[src/rtl/op_suma_secuencial.sv]
// Multi-cycle adder/subtractor: processes K bits per clock with a registered carry
// between chunks. Results and flags are published only when the last chunk completes.
module op_suma_secuencial #(
  parameter int N = 8,
  parameter int K = 4
) (
  input  logic         clk,
  input  logic         rst,
  input  logic         start,
  input  logic [N-1:0] A,
  input  logic [N-1:0] B,
  input  logic         Cin,
  input  logic         sub,
  output logic         busy,
  output logic         done,
  output logic [N-1:0] Sum,
  output logic         Cout,
  output logic         v,
  output logic         neg,
  output logic         zero,
  output logic [1:0]   state_dbg
);

  // Handshake: start is sampled on a rising edge only in IDLE or DONE; busy is high
  // for exactly N/K cycles after acceptance; done pulses one cycle with results valid.

  typedef enum logic [1:0] {
    S_IDLE = 2'd0,
    S_BUSY = 2'd1,
    S_DONE = 2'd2
  } state_t;

  localparam int NC = N / K;
  localparam int IW = (NC > 1) ? $clog2(NC) : 1;
  localparam logic [IW-1:0] LAST_IDX = IW'(NC - 1);

  state_t        state_q;
  logic [N-1:0]  a_q, b_q, res_q;
  logic          carry_q;
  logic [IW-1:0] idx_q;
  logic          busy_q, done_q;
  logic [N-1:0]  sum_q;
  logic          cout_q, v_q, neg_q, zero_q;

  logic [K-1:0]  a_chunk, b_chunk;
  logic [K:0]    chunk_sum;
  logic [N-1:0]  res_d;
  logic          msb_cin;
  logic          last_chunk;

  always_comb begin
    a_chunk = '0;
    b_chunk = '0;
    for (int i = 0; i < NC; i++) begin
      if (idx_q == IW'(i)) begin
        a_chunk = a_q[i*K +: K];
        b_chunk = b_q[i*K +: K];
      end
    end
    chunk_sum = {1'b0, a_chunk} + {1'b0, b_chunk} + {{K{1'b0}}, carry_q};
    res_d = res_q;
    for (int i = 0; i < NC; i++) begin
      if (idx_q == IW'(i)) res_d[i*K +: K] = chunk_sum[K-1:0];
    end
    // Carry into the top bit of the chunk, recovered from the sum bit and its addends.
    msb_cin    = a_chunk[K-1] ^ b_chunk[K-1] ^ chunk_sum[K-1];
    last_chunk = (idx_q == LAST_IDX);
  end

  always_ff @(posedge clk or posedge rst) begin
    if (rst) begin
      state_q <= S_IDLE;
      a_q     <= '0;
      b_q     <= '0;
      res_q   <= '0;
      carry_q <= 1'b0;
      idx_q   <= '0;
      busy_q  <= 1'b0;
      done_q  <= 1'b0;
      sum_q   <= '0;
      cout_q  <= 1'b0;
      v_q     <= 1'b0;
      neg_q   <= 1'b0;
      zero_q  <= 1'b0;
    end else begin
      case (state_q)
        S_IDLE, S_DONE: begin
          done_q <= 1'b0;
          if (start) begin
            a_q     <= A;
            b_q     <= sub ? ~B : B;
            carry_q <= sub ? 1'b1 : Cin;
            idx_q   <= '0;
            res_q   <= '0;
            busy_q  <= 1'b1;
            state_q <= S_BUSY;
          end else begin
            state_q <= S_IDLE;
          end
        end
        S_BUSY: begin
          res_q   <= res_d;
          carry_q <= chunk_sum[K];
          if (last_chunk) begin
            idx_q   <= '0;
            busy_q  <= 1'b0;
            done_q  <= 1'b1;
            sum_q   <= res_d;
            cout_q  <= chunk_sum[K];
            v_q     <= msb_cin ^ chunk_sum[K];
            neg_q   <= res_d[N-1];
            zero_q  <= (res_d == '0);
            state_q <= S_DONE;
          end else begin
            idx_q <= idx_q + IW'(1);
          end
        end
        default: begin
          busy_q  <= 1'b0;
          done_q  <= 1'b0;
          state_q <= S_IDLE;
        end
      endcase
    end
  end

  assign busy      = busy_q;
  assign done      = done_q;
  assign Sum       = sum_q;
  assign Cout      = cout_q;
  assign v         = v_q;
  assign neg       = neg_q;
  assign zero      = zero_q;
  assign state_dbg = state_q;

endmodule

[config.mk]
export PLATFORM = sky130hd
export DESIGN_NAME = op_suma_secuencial
export DESIGN_NICKNAME = d
export VERILOG_FILES = /design/src/rtl/op_suma_secuencial.sv
export SDC_FILE = /design/constraint.sdc
export NUM_CORES = 1
export LEC_CHECK = 0
export BUFFER_PORTS_ARGS = -buffer_cell sky130_fd_sc_hd__buf_4
export CAP_MARGIN = 25
export CORE_ASPECT_RATIO = 1.75
export CORE_MARGIN = 2
export CORE_UTILIZATION = 53
export CTS_CLUSTER_SIZE = 14
export DETAILED_ROUTE_END_ITERATION = 8
export PLACE_DENSITY = 0.85
export SLEW_MARGIN = 30
export SYNTH_ARGS = -nofsm -noshare
export SYNTH_HDL_FRONTEND = slang
export SYNTH_SLANG_ARGS = --single-unit
export TNS_END_PERCENT = 5
[constraint.sdc]
create_clock -name clk -period 3.1 [get_ports clk]
set_input_delay 0.155 -clock clk [delete_from_list [all_inputs] [get_ports clk]]
set_output_delay 0.155 -clock clk [all_outputs]
set_load 0.05 [all_outputs]
* Word level (Yosys, flattened, before mapping) *
Cells that the tools add are included.

storage, ports and cells
  flip-flop bits (word level) = 42
  input port bits = 21
  output and inout port bits = 16
  logic and storage cells = 53

cells by class
  add/subtract/negate cells = 3
  equal/unequal tests = 4
  mux-type cells = 21
  bitwise logic cells = 4
  reduce and logical (&&, ||, !) cells = 8

operator list
  kind                                                                   number
  4-bit 2-to-1 mux                                                       4
  8-bit 2-to-1 mux                                                       2
  8-bit one-hot mux with 2 select lines                                  1
  1-bit 2-to-1 mux                                                       9
  8-bit zero test                                                        1
  8-bit NOT                                                              1
  2-bit AND reduction                                                    4
  1-bit one-hot mux with 2 select lines                                  3
  4-bit by 4-bit adder with 5-bit output                                 1
  5-bit by 1-bit adder with 5-bit output                                 1
  2-bit != test, second input constant                                   2
  2-bit one-hot mux with 2 select lines                                  1
  1-bit bitwise XOR                                                      3
  2-bit by 1-bit equality test with 1-bit output, second input constant  1
  2-bit equality test, second input constant                             1
  2-bit zero test                                                        1
  2-bit 2-to-1 mux                                                       1
  2-bit nonzero test                                                     1
  2-bit OR reduction                                                     1
  1-bit adder, second input constant                                     1

* Logic depth before layout (Yosys ltp) *
Gate-level depths: netlist of run 1.

  depth in word-level cells = 5
  mapped depth = 8
  gate-level depth less buffers = 7

* Worst setup path before layout of run 1 *
Ideal clock, no wire load.

  path type = flip-flop to flip-flop
  start point = reg idx_q
  end point = reg v_q, in the netlist v
  library setup time = 0.083 ns
  arrival time = 2.135 ns
  data required time = 3.017 ns
  path slack = 0.882 ns
  stages on the path, launching flop included = 9
  path buffers = 1
  period minus slack after synthesis = 2.218 ns
  cell sequence = dfrtp_1 -> buf_2 -> mux2i_1 -> fa_1 -> fa_1 -> nand2b_1 -> o2bb2ai_1 -> xor2_1 -> o21ai_0

between the ends
  cells in the longest elaborated chain, start to end = 5
  elaborated cells on any way between the ends = 8
  those cells by class = 2 x add/sub; 2 x mux; 3 x bitwise; 1 x reduce/logical

RTL lines
  item                                    line  source
  from (decl)                             40    logic [IW-1:0] idx_q;
  from (signal assigned)                  115   idx_q <= idx_q + IW'(1);
  4-bit 2-to-1 mux                        55    if (idx_q == IW'(i)) begin
  4-bit by 4-bit adder with 5-bit output  60    chunk_sum = {1'b0, a_chunk} + {1'b0, b_chunk} + {{K{1'b0}}, carry_q};
  5-bit by 1-bit adder with 5-bit output  60
  1-bit bitwise XOR                       66    msb_cin = a_chunk[K-1] ^ b_chunk[K-1] ^ chunk_sum[K-1];
  1-bit bitwise XOR                       110   v_q <= msb_cin ^ chunk_sum[K];
  to (signal assigned)                    110
  to (decl)                               43    logic cout_q, v_q, neg_q, zero_q;

Several ways; a longest one is shown, not always the timed one.
A chain may end at the register's enable or synchronous reset.

* Final worst setup path of run 1 *
  start point = reg idx_q
  end point = reg zero_q, in the netlist zero

between the ends
  cells in the longest elaborated chain, start to end = 5
  elaborated cells on any way between the ends = 8
  those cells by class = 2 x add/sub; 4 x mux; 2 x reduce/logical

RTL lines
  item                                    line  source
  4-bit 2-to-1 mux                        55
  4-bit by 4-bit adder with 5-bit output  60
  5-bit by 1-bit adder with 5-bit output  60
  4-bit 2-to-1 mux                        63    if (idx_q == IW'(i)) res_d[i*K +: K] = chunk_sum[K-1:0];
  8-bit zero test                         112   zero_q <= (res_d == '0);
  to (signal assigned)                    112
  to (decl)                               43

Several ways; a longest one is shown, not always the timed one.

==> insert_results.sql, run 1 <==
INSERT INTO impl_metrics (metric_group, metric, value, unit) VALUES
('setup_path', 'critical_path.cell_chain', 'mux2i_1 -> fa_1 -> fa_1 -> xor2_1 -> nor3b_1 -> a22o_1', ''),
('logic_synthesis', 'postSynthNetCount', '185', ''),
('drt', 'drt_drc_violations_left', '0', ''),
('clocking', 'clk_pin_slew', '0.06', 'ns'),
('setup_path', 'timing.critical_path.mode_cell', 'sky130_fd_sc_hd__fa_1', ''),
('logic_synthesis', 'synth-edff-count', '0', ''),
('clocking', 'post-cts-setup-buffer-count', '0', ''),
('setup_path', 'regToRegEndpoint', 'zero', ''),
('logic_synthesis', 'syn-instance-count', '159', ''),
('timing', 'rsz0062_at_grt', 'no', ''),
('drt', 'ratio_of_routed_vias_to_standard_cells', '5.21', ''),
('min_path', 'hold_path.class', 'in2reg', ''),
('setup_path', 'worstPathRequired', '3.32', 'ns'),
('drt', 'detailedRoute.firstIterationViolations', '16', ''),
('global_route', 'maximum_number_of_pins_on_one_net_before_global_route_repair', '37', ''),
('logic_synthesis', 'synth_flop_cell', 'sky130_fd_sc_hd__dfrtp_1', ''),
('die', 'placementRows', '27', ''),
('setup_path', 'crit_path_capture_type', 'flip-flop', ''),
('clocking', 'ctsResizeCount', '0', ''),
('finish', 'final_core_utilization', '67.1', '%'),
('global_route', 'via_count_of_the_first_global_routing_pass', '1209', ''),
('drt', 'totalWireLength', '3030', 'um'),
('drt', 'detailroute.via_count', '1234', ''),
('logic_synthesis', 'ys_warn_count', '0', ''),
('logic_synthesis', 'synth_seq_area_share', '50.7', '%'),
('timing', 'finalMaxSlewViolations', '0', ''),
('finish', 'antenna_cells_inserted', '0', ''),
('clocking', 'cts.hold.buffers_added', '1', ''),
('global_route', 'busiest_grt_layer', 'met2', ''),
('drt', 'drt_pass1_iterations', '4', ''),
('die', 'floorplan.initialDensity', '55.9', '%'),
('setup_path', 'timing.critical_path.from_type', 'flip-flop', ''),
('clocking', 'max-clock-path-buffers', '2', ''),
('timing', 'achievable-frequency', '402', 'MHz'),
('drt', 'drtAntennaViolNets', '0', ''),
('clocking', 'cts-buffers-inserted', '5', ''),
('setup_path', 'crit_slowest_cell', 'sky130_fd_sc_hd__dfrtp_1', ''),
('timing', 'final_min_period_over_clock_period', '80.2', '%'),
('global_route', 'first_pass_grt_wire_length', '5020', 'um'),
('global_route', 'antenna_found_initial', '0', ''),
('timing', 'maxSlewHeadroom', '56.7', '%'),
('setup_path', 'path_class', 'reg2reg', ''),
('timing', 'fin_setup_tns', '0', 'ns'),
('timing', 'tightestPinTransition', '0.648', 'ns'),
('global_route', 'globalRoute.totalOverflow', '0', ''),
('clocking', 'cts_htree_levels', '2', ''),
('clocking', 'numClockSinks', '36', ''),
('setup_path', 'critPathArrivalTime', '2.70', 'ns'),
('timing', 'finalSetupViolCount', '0', ''),
('placed_design', 'gp_congestion', '0.866', ''),
('placed_design', 'detailedPlacementHpwl', '2360', 'um'),
('logic_synthesis', 'asyncSetResetFlopFracSynth', '100', '%'),
('setup_path', 'slowest_delay', '0.68', 'ns'),
('setup_path', 'crit_path_end', 'zero', ''),
('setup_path', 'timing.reg2reg.worst_path_depth', '6', ''),
('die', 'die_x', '47.8', 'um'),
('clocking', 'clk_root_buffer_cell', 'sky130_fd_sc_hd__clkbuf_8', ''),
('setup_path', 'worst-path-max-fanout', '15', ''),
('timing', 'finalWorstPathRequiredPeriod', '2.49', 'ns'),
('drt', 'average_routed_wire_per_standard_cell', '12.8', 'um'),
('finish', 'layout.nets', '219', ''),
('finish', 'most_common_cell_after_layout_fill_and_taps_aside', 'sky130_fd_sc_hd__buf_4', ''),
('global_route', 'grtUsageMet3', '5.62', '%'),
('setup_path', 'worst_r2r_startpoint', 'idx_q', ''),
('clocking', 'tritoncts', 'done', ''),
('logic_synthesis', 'post_synth_instance_area', '1780', 'um^2'),
('run_status', 'result_of_the_run', 'complete, no violations', ''),
('logic_synthesis', 'post_synthesis_register_bit_count', '36', ''),
('clocking', 'insertion_delay', '0.28', 'ns'),
('setup_path', 'setup.worst_path.start', 'idx_q', ''),
('die', 'fp.dieArea', '3850', 'um^2');
-- cell usage after synthesis (all sizes together), types with 2 or more instances --
library cell	number	area share (%)
nand2	22	4.7
inv	5	1.1
fa	2	2.3
xor2	2	0.99
nor2	5	1.1
mux2i	4	2.3
xnor2	9	4.4
buf	9	3.9
clkbuf	2	0.42
mux2	16	11
ha	3	2.1
o211ai	4	1.7
o21ai	21	6.1
nand2b	7	2.9
dfrtp	36	51
-- per-layer routing --
metal  up-vias  wire, um
li1        608         -
met1       583      1150
met2        34      1630
met3         9       142
met4         0       105
met5         -         0
-- logic make-up (layout without fill, tap and decap cells) --
logic type | Yosys count | after routing | synth area share (%)
muxes | 20 | 20 | 12.8
adders and majority gates | 5 | 5 | 4.37
xor gates and xnor gates | 11 | 11 | 5.43
buffers and inverters | 16 | 51 | 5.36
and+or+nand+nor | 39 | 39 | 10.4
DFF | 36 | 36 | 50.7
AOI/OAI and AO/OA | 32 | 32 | 10.9
-- layout make-up --
cell class,instances,area (um^2)
clock buffers,8,90.1
fillers,268,1040
inverters,5,18.8
multi-input cells,107,779
flip-flops and latches,36,901
well taps,43,53.8
repair buffers,38,288
-- worst min path at each step --
| stage | start | end | slack [ns] | cells past startpoint |
|---|---|---|---|---|
| 2_1_floorplan | start | idx_q | 0.26 | 1 |
| 3_3_place_gp | rst | a_q[3] | 0.27 | 3 |
| 3_5_place_dp | rst | a_q[7] | 0.29 | 3 |
| 4_1_cts | A[6] | a_q[6] | 0.09 | 2 |
| 5_1_grt | A[6] | a_q[6] | 0.09 | 2 |
| 6_report | A[6] | a_q[6] | 0.10 | 2 |
-- worst max-delay path: cells and delay by family (launching register included) --
family | cells | cell delay, ns
AO/OA/AOI/OAI | 1 | 0.17
XOR/XNOR | 1 | 0.25
adder cells (fa/ha/maj) | 2 | 0.89
flip-flops | 1 | 0.68
multiplexers | 1 | 0.19
AND/OR/NAND/NOR | 1 | 0.25
-- sequential cells by signal, summed over array words and instances, names as in the netlist --
name and cells:
Cout 1, Sum 8, a_q 8, b_q 8, busy 1, carry_q 1
done 1, idx_q 1, res_q 4, state_dbg 1, v 1, zero 1
-- through the flow --
stage                     setup WS [ns]  hold slack [ns]  cell area (um^2)  instances
after floorplan                   0.882            0.262              1780        159
after global placement            0.732            0.274              2030        228
after detailed placement          0.602            0.286              2030        228
after global routing              0.422           0.0907              2130        237
after CTS                         0.604           0.0941              2130        237
final                             0.614            0.103              2130        237
Power of run 1 is not shown: default switching activity piles up to over one toggle a cycle in this logic, so the estimate is an artifact.
==> run 2, diff against run 1 <==
--- a/config.mk
+++ b/config.mk
@@ -9,10 +9,10 @@
 export CAP_MARGIN = 25
 export CORE_ASPECT_RATIO = 1.75
 export CORE_MARGIN = 2
-export CORE_UTILIZATION = 53
+export CORE_UTILIZATION = 48
 export CTS_CLUSTER_SIZE = 14
 export DETAILED_ROUTE_END_ITERATION = 8
-export PLACE_DENSITY = 0.85
+export PLACE_DENSITY = 0.81
 export SLEW_MARGIN = 30
 export SYNTH_ARGS = -nofsm -noshare
 export SYNTH_HDL_FRONTEND = slang
==> constraint.sdc (replaced) <==
create_clock -name clk -period 2.1 [get_ports clk]
set_input_delay 0.105 -clock clk [delete_from_list [all_inputs] [get_ports clk]]
set_output_delay 0.105 -clock clk [all_outputs]
set_load 0.05 [all_outputs]
==> run 2 against run 1 <==
- wire length up 9.4%
- sequential share of layout area down 1.9 points
- critical path type unchanged
- first-iteration DRC count up 25%
- cell count up 3.4%
- fmax up 22%
- worst hold slack worse by 0.064 ns
==> insert_results.sql, run 2 (synthesized netlist as in run 1, its figures left out) <==
INSERT INTO impl_metrics (metric_group, metric, value, unit) VALUES
('finish', 'final_cells', '245', ''),
('timing', 'maxSlewHeadroom', '70.5', '%'),
('placed_design', 'numPortBuffers', '36', ''),
('timing', 'tightestPinTransition', '0.441', 'ns'),
('run_status', 'result_of_the_run', 'complete, no violations', ''),
('drt', 'average_routed_wire_per_standard_cell', '13.5', 'um'),
('setup_path', 'worst_r2r_startpoint', 'idx_q', ''),
('setup_path', 'r2r_slack', '0.06', 'ns'),
('die', 'placementRows', '29', ''),
('global_route', 'globalRoute.totalOverflow', '0', ''),
('drt', 'detailedRoute.firstIterationViolations', '20', ''),
('finish', 'antenna_cells_inserted', '0', ''),
('finish', 'layout-drive-gt1-share', '37.2', '%'),
('clocking', 'clk_root_buffer_cell', 'sky130_fd_sc_hd__clkbuf_8', ''),
('die', 'fp.dieArea', '4220', 'um^2'),
('min_path', 'hold_path.class', 'in2reg', ''),
('setup_path', 'regToRegEndpoint', 'zero', ''),
('timing', 'finalSetupViolCount', '0', ''),
('timing', 'achievable-frequency', '490', 'MHz'),
('finish', 'most_common_cell_after_layout_fill_and_taps_aside', 'sky130_fd_sc_hd__buf_4', ''),
('die', 'placeable_core_region', '3590', 'um^2'),
('finish', 'layout.area.seq', '902', 'um^2'),
('clocking', 'insertion_delay', '0.30', 'ns'),
('placed_design', 'gp_congestion', '0.806', ''),
('finish', 'syn2layout_area_growth', '25.8', '%'),
('global_route', 'all_layer_gr_usage', '17.6', '%'),
('global_route', 'maximum_number_of_pins_on_one_net_before_global_route_repair', '37', ''),
('drt', 'drt_drc_violations_left', '0', ''),
('placed_design', 'detailedPlacementHpwl', '2480', 'um'),
('drt', 'drt_pass1_iterations', '4', ''),
('clocking', 'tritoncts', 'done', ''),
('clocking', 'post-cts-setup-buffer-count', '0', ''),
('timing', 'finalHoldViolCount', '0', ''),
('global_route', 'antenna_found_initial', '0', ''),
('placed_design', 'dp.cells', '236', ''),
('drt', 'totalWireLength', '3310', 'um'),
('timing', 'finalWorstPathRequiredPeriod', '2.04', 'ns'),
('finish', 'layout_common_cells', 'sky130_fd_sc_hd__buf_4 (42), sky130_fd_sc_hd__dfrtp_1 (35), sky130_fd_sc_hd__nand2_1 (22)', ''),
('global_route', 'via_count_of_the_first_global_routing_pass', '1238', ''),
('finish', 'design_area', '2230', 'um^2'),
('global_route', 'first_pass_grt_wire_length', '5420', 'um'),
('setup_path', 'critPathArrivalTime', '2.23', 'ns'),
('clocking', 'clk_pin_slew', '0.07', 'ns'),
('die', 'overall_die_height', '84.5', 'um'),
('setup_path', 'timing.critical_path.from_type', 'flip-flop', ''),
('setup_path', 'crit_path_end', 'zero', ''),
('drt', 'detailroute.via_count', '1248', ''),
('drt', 'drtAntennaViolNets', '0', ''),
('die', 'io_pins', '37', ''),
('die', 'die_x', '50.0', 'um'),
('run', 'max_cap_viol_count', '0', ''),
('placed_design', 'post_dp_cell_area', '2080', 'um^2'),
('finish', 'layout.nets', '224', ''),
('setup_path', 'setup.worst_path.start', 'idx_q', ''),
('setup_path', 'crit_path_capture_type', 'flip-flop', ''),
('drt', 'ratio_of_routed_vias_to_standard_cells', '5.09', ''),
('setup_path', 'worst-path-max-fanout', '5', ''),
('clocking', 'max-clock-path-buffers', '2', ''),
('timing', 'rsz0062_at_grt', 'yes', ''),
('die', 'floorplan.initialDensity', '49.4', '%'),
('finish', 'final_core_utilization', '62.2', '%'),
('timing', 'timing.clock.skew', '0.00670', 'ns'),
('setup_path', 'timing.reg2reg.worst_path_depth', '7', ''),
('timing', 'finalMaxSlewViolations', '0', ''),
('finish', 'multi_input_comb_area', '803', 'um^2'),
('finish', 'n_fill_cell', '302', ''),
('clocking', 'numClockSinks', '36', ''),
('setup_path', 'path_class', 'reg2reg', ''),
('setup_path', 'worstPathRequired', '2.29', 'ns'),
('clocking', 'cts_htree_levels', '2', ''),
('timing', 'final_min_period_over_clock_period', '97.1', '%'),
('clocking', 'cts-buffers-inserted', '5', '');
-- run 2: cell count changes in the layout (fill, tap and decap cells not counted), moves of 2 or more --
cell,change
sky130_fd_sc_hd__fa_1,-2
sky130_fd_sc_hd__buf_4,+5
sky130_fd_sc_hd__clkbuf_1,-2
sky130_fd_sc_hd__fa_2,+2
-- run 2: cell type report --
type	instances	area share [%]
clock inverters	1	1.34
flip-flops and latches	36	40.4
repair buffers	43	14.6
inverters	5	0.840
multi-input cells	107	36.0
well taps	46	2.58
clock buffers	7	4.31
-- run 2: how the worst min path moves through the flow --
stage                     start  depth (start not counted)      to  slack, ns
after global placement      rst                          3    busy       0.23
final                      A[0]                          2  a_q[0]       0.04
after CTS                  A[0]                          2  a_q[0]       0.04
after global routing       A[4]                          2  a_q[4]       0.04
after detailed placement    rst                          3    busy       0.24
after floorplan           start                          1   idx_q       0.21
-- run 2: critical path: stages, from the launching register on --
cell	delay, ns
sky130_fd_sc_hd__dfrtp_2	0.42
sky130_fd_sc_hd__buf_4	0.17
sky130_fd_sc_hd__mux2_2	0.34
sky130_fd_sc_hd__ha_1	0.35
sky130_fd_sc_hd__a21oi_1	0.20
sky130_fd_sc_hd__o21ai_2	0.12
sky130_fd_sc_hd__xnor2_2	0.16
sky130_fd_sc_hd__a22o_1	0.18
-- run 2: layer usage --
metal,up-vias,GRT usage (%),share of wire [%]
met5,-,0,0
met1,600,17.2,36
met4,0,10.4,2.6
met2,29,31.8,58
met3,8,4.80,4.0
li1,611,-,-
-- run 2: stage by stage --
stage / TNS (ns) / hold WS (ns) / setup slack, ns
after floorplan: 0 / 0.212 / 0.0395
after global placement: 0 / 0.229 / 0.0171
after detailed placement: -0.00344 / 0.243 / -0.00344
after CTS: 0 / 0.0357 / 0.0276
after global routing: -0.0298 / 0.0419 / -0.0162
final: 0 / 0.0392 / 0.0600
-- run 2: repair_timing --
item | CTS | global route
endpoints found under the hold margin | 36 | 0
endpoints found under the setup margin | 1 | 4
hold buffers | 1 | 0
gates resized for setup | 2 | 3
Power of run 2 is left out for the same reason.
==> run 3, diff against run 2 <==
--- a/config.mk
+++ b/config.mk
@@ -9,7 +9,7 @@
 export CAP_MARGIN = 25
 export CORE_ASPECT_RATIO = 1.75
 export CORE_MARGIN = 2
-export CORE_UTILIZATION = 48
+export CORE_UTILIZATION = 50
 export CTS_CLUSTER_SIZE = 14
 export DETAILED_ROUTE_END_ITERATION = 8
 export PLACE_DENSITY = 0.81
==> constraint.sdc (replaced) <==
create_clock -name clk -period 2.4 [get_ports clk]
set_input_delay 0.12 -clock clk [delete_from_list [all_inputs] [get_ports clk]]
set_output_delay 0.12 -clock clk [all_outputs]
set_load 0.05 [all_outputs]
==> run 3 against run 2 <==
- fmax fell by 9.9%
- via count shrank 0.80%
- cell count is 2.4% lower
- non-clock buffer count decreased by 4
- critical endpoint is now v
- final area decreased by 4.7%
- global-route usage rose by 0.74 points
- die area decreased by 3.7%
- first-iteration DRC count increased by 50%
- flip-flop and latch count unchanged
- critical path depth is the same
==> insert_results.sql, run 3 (synthesized netlist as in run 1, its figures left out) <==
INSERT INTO impl_metrics (metric_group, metric, value, unit) VALUES
('clocking', 'insertion_delay', '0.29', 'ns'),
('setup_path', 'worst-path-max-fanout', '5', ''),
('timing', 'fin_setup_tns', '0', 'ns'),
('placed_design', 'detailedPlacementHpwl', '2540', 'um'),
('finish', 'layout-drive-gt1-share', '32.0', '%'),
('clocking', 'numClockSinks', '36', ''),
('finish', 'layout_common_cells', 'sky130_fd_sc_hd__buf_4 (38), sky130_fd_sc_hd__dfrtp_1 (36), sky130_fd_sc_hd__nand2_1 (22)', ''),
('die', 'io_pins', '37', ''),
('drt', 'average_routed_wire_per_standard_cell', '13.3', 'um'),
('run', 'max_cap_viol_count', '0', ''),
('timing', 'finalHoldViolCount', '0', ''),
('drt', 'drt_pass1_iterations', '4', ''),
('run_status', 'result_of_the_run', 'complete, no violations', ''),
('placed_design', 'gp_congestion', '0.873', ''),
('global_route', 'globalRoute.totalOverflow', '0', ''),
('placed_design', 'dp.cells', '231', ''),
('global_route', 'antenna_found_initial', '0', ''),
('finish', 'syn2layout_area_growth', '19.9', '%'),
('setup_path', 'timing.critical_path.mode_cell', 'sky130_fd_sc_hd__fa_1', ''),
('die', 'placeable_core_region', '3400', 'um^2'),
('global_route', 'all_layer_gr_usage', '18.3', '%'),
('timing', 'finalWorstPathRequiredPeriod', '2.26', 'ns'),
('clocking', 'clk_pin_slew', '0.07', 'ns'),
('timing', 'timing.clock.skew', '0.00844', 'ns'),
('finish', 'antenna_cells_inserted', '0', ''),
('drt', 'detailedRoute.firstIterationViolations', '30', ''),
('drt', 'drtAntennaViolNets', '0', ''),
('setup_path', 'critPathTopFamily', 'adder cells', ''),
('clocking', 'cts_htree_levels', '2', ''),
('finish', 'final_core_utilization', '62.6', '%'),
('finish', 'layout.nets', '220', ''),
('global_route', 'first_pass_grt_wire_length', '5590', 'um'),
('timing', 'achievable-frequency', '442', 'MHz'),
('timing', 'maxSlewHeadroom', '57.0', '%'),
('global_route', 'maximum_number_of_pins_on_one_net_before_global_route_repair', '28', ''),
('timing', 'finalSetupViolCount', '0', ''),
('global_route', 'via_count_of_the_first_global_routing_pass', '1317', ''),
('clocking', 'cts-buffers-inserted', '5', ''),
('finish', 'final_cells', '239', ''),
('setup_path', 'path_class', 'reg2reg', ''),
('die', 'fp.dieArea', '4060', 'um^2'),
('clocking', 'post-cts-setup-buffer-count', '0', ''),
('clocking', 'ctsResizeCount', '0', ''),
('timing', 'tightestPinTransition', '0.642', 'ns'),
('clocking', 'tritoncts', 'done', ''),
('drt', 'totalWireLength', '3180', 'um'),
('drt', 'drt-met1-wl', '1110', 'um'),
('setup_path', 'crit_slowest_cell', 'sky130_fd_sc_hd__dfrtp_1', ''),
('setup_path', 'critical_path.cell_chain', 'mux2i_1 -> fa_1 -> fa_1 -> nand2b_1 -> o2bb2ai_1 -> xor2_1 -> o21ai_0', ''),
('timing', 'final_min_period_over_clock_period', '94.3', '%'),
('clocking', 'clk_root_buffer_cell', 'sky130_fd_sc_hd__clkbuf_8', ''),
('drt', 'ratio_of_routed_vias_to_standard_cells', '5.18', ''),
('die', 'overall_die_height', '82.8', 'um'),
('die', 'placementRows', '28', ''),
('setup_path', 'critPathArrivalTime', '2.46', 'ns'),
('drt', 'route.met2.wl', '1850', 'um'),
('clocking', 'cts.hold.buffers_added', '1', ''),
('setup_path', 'critical_path_buffers_and_inverters', '0', ''),
('die', 'die_x', '49.0', 'um'),
('finish', 'most_common_cell_after_layout_fill_and_taps_aside', 'sky130_fd_sc_hd__buf_4', ''),
('timing', 'finalMaxSlewViolations', '0', ''),
('drt', 'top_layer', 'met4', ''),
('setup_path', 'worstPathRequired', '2.60', 'ns'),
('timing', 'rsz0062_at_grt', 'no', ''),
('min_path', 'hold_path.class', 'in2reg', ''),
('setup_path', 'timing.critical_path.from_type', 'flip-flop', ''),
('drt', 'met3_length', '142', 'um'),
('drt', 'detailroute.via_count', '1238', ''),
('placed_design', 'numPortBuffers', '36', ''),
('setup_path', 'crit_path_capture_type', 'flip-flop', ''),
('setup_path', 'slowest_delay', '0.46', 'ns'),
('timing', 'hold_slack', '0.0635', 'ns'),
('die', 'floorplan.initialDensity', '52.2', '%'),
('clocking', 'max-clock-path-buffers', '2', ''),
('drt', 'drt_drc_violations_left', '0', '');
==> run 3: final cells by class <==
type / instances / area (um^2)
clock buffers: 6 / 72.6
clock inverters: 1 / 5.00
fillers: 279 / 1270
repair buffers: 39 / 295
well taps: 45 / 56.3
inverters: 5 / 18.8
flip-flops and latches: 36 / 901
multi-input cells: 107 / 779
==> run 3: stage by stage <==
| stage | area (um^2) | setup slack [ns] |
|---|---|---|
| global placement | 2040 | 0.260 |
| global route | 2130 | 0.0212 |
| finish | 2130 | 0.136 |
| CTS | 2130 | 0.125 |
| floorplan | 1780 | 0.182 |
| detailed placement | 2040 | 0.136 |
==> run 3: path summary, 6_finish.rpt <==
path	startpoint	endpoint	slack [ns]	depth (start not counted)
worst min-delay path	A[6]	a_q[6]	0.06	2
worst max register to register	idx_q	v	0.14	7
worst min register to register	b_q[3]	b_q[3]	0.48	2
max in group asynchronous	rst	b_q[6]	1.25	4
min in group asynchronous	rst	busy	0.47	3
worst max-delay path	idx_q	v	0.14	7
==> run 3: per-layer routing <==
metal,up-vias,global-route usage (%)
met4,0,9.35
met1,590,17.0
met2,36,34.9
li1,607,-
met3,5,4.86
met5,-,0
Power of run 3 is left out for the same reason.
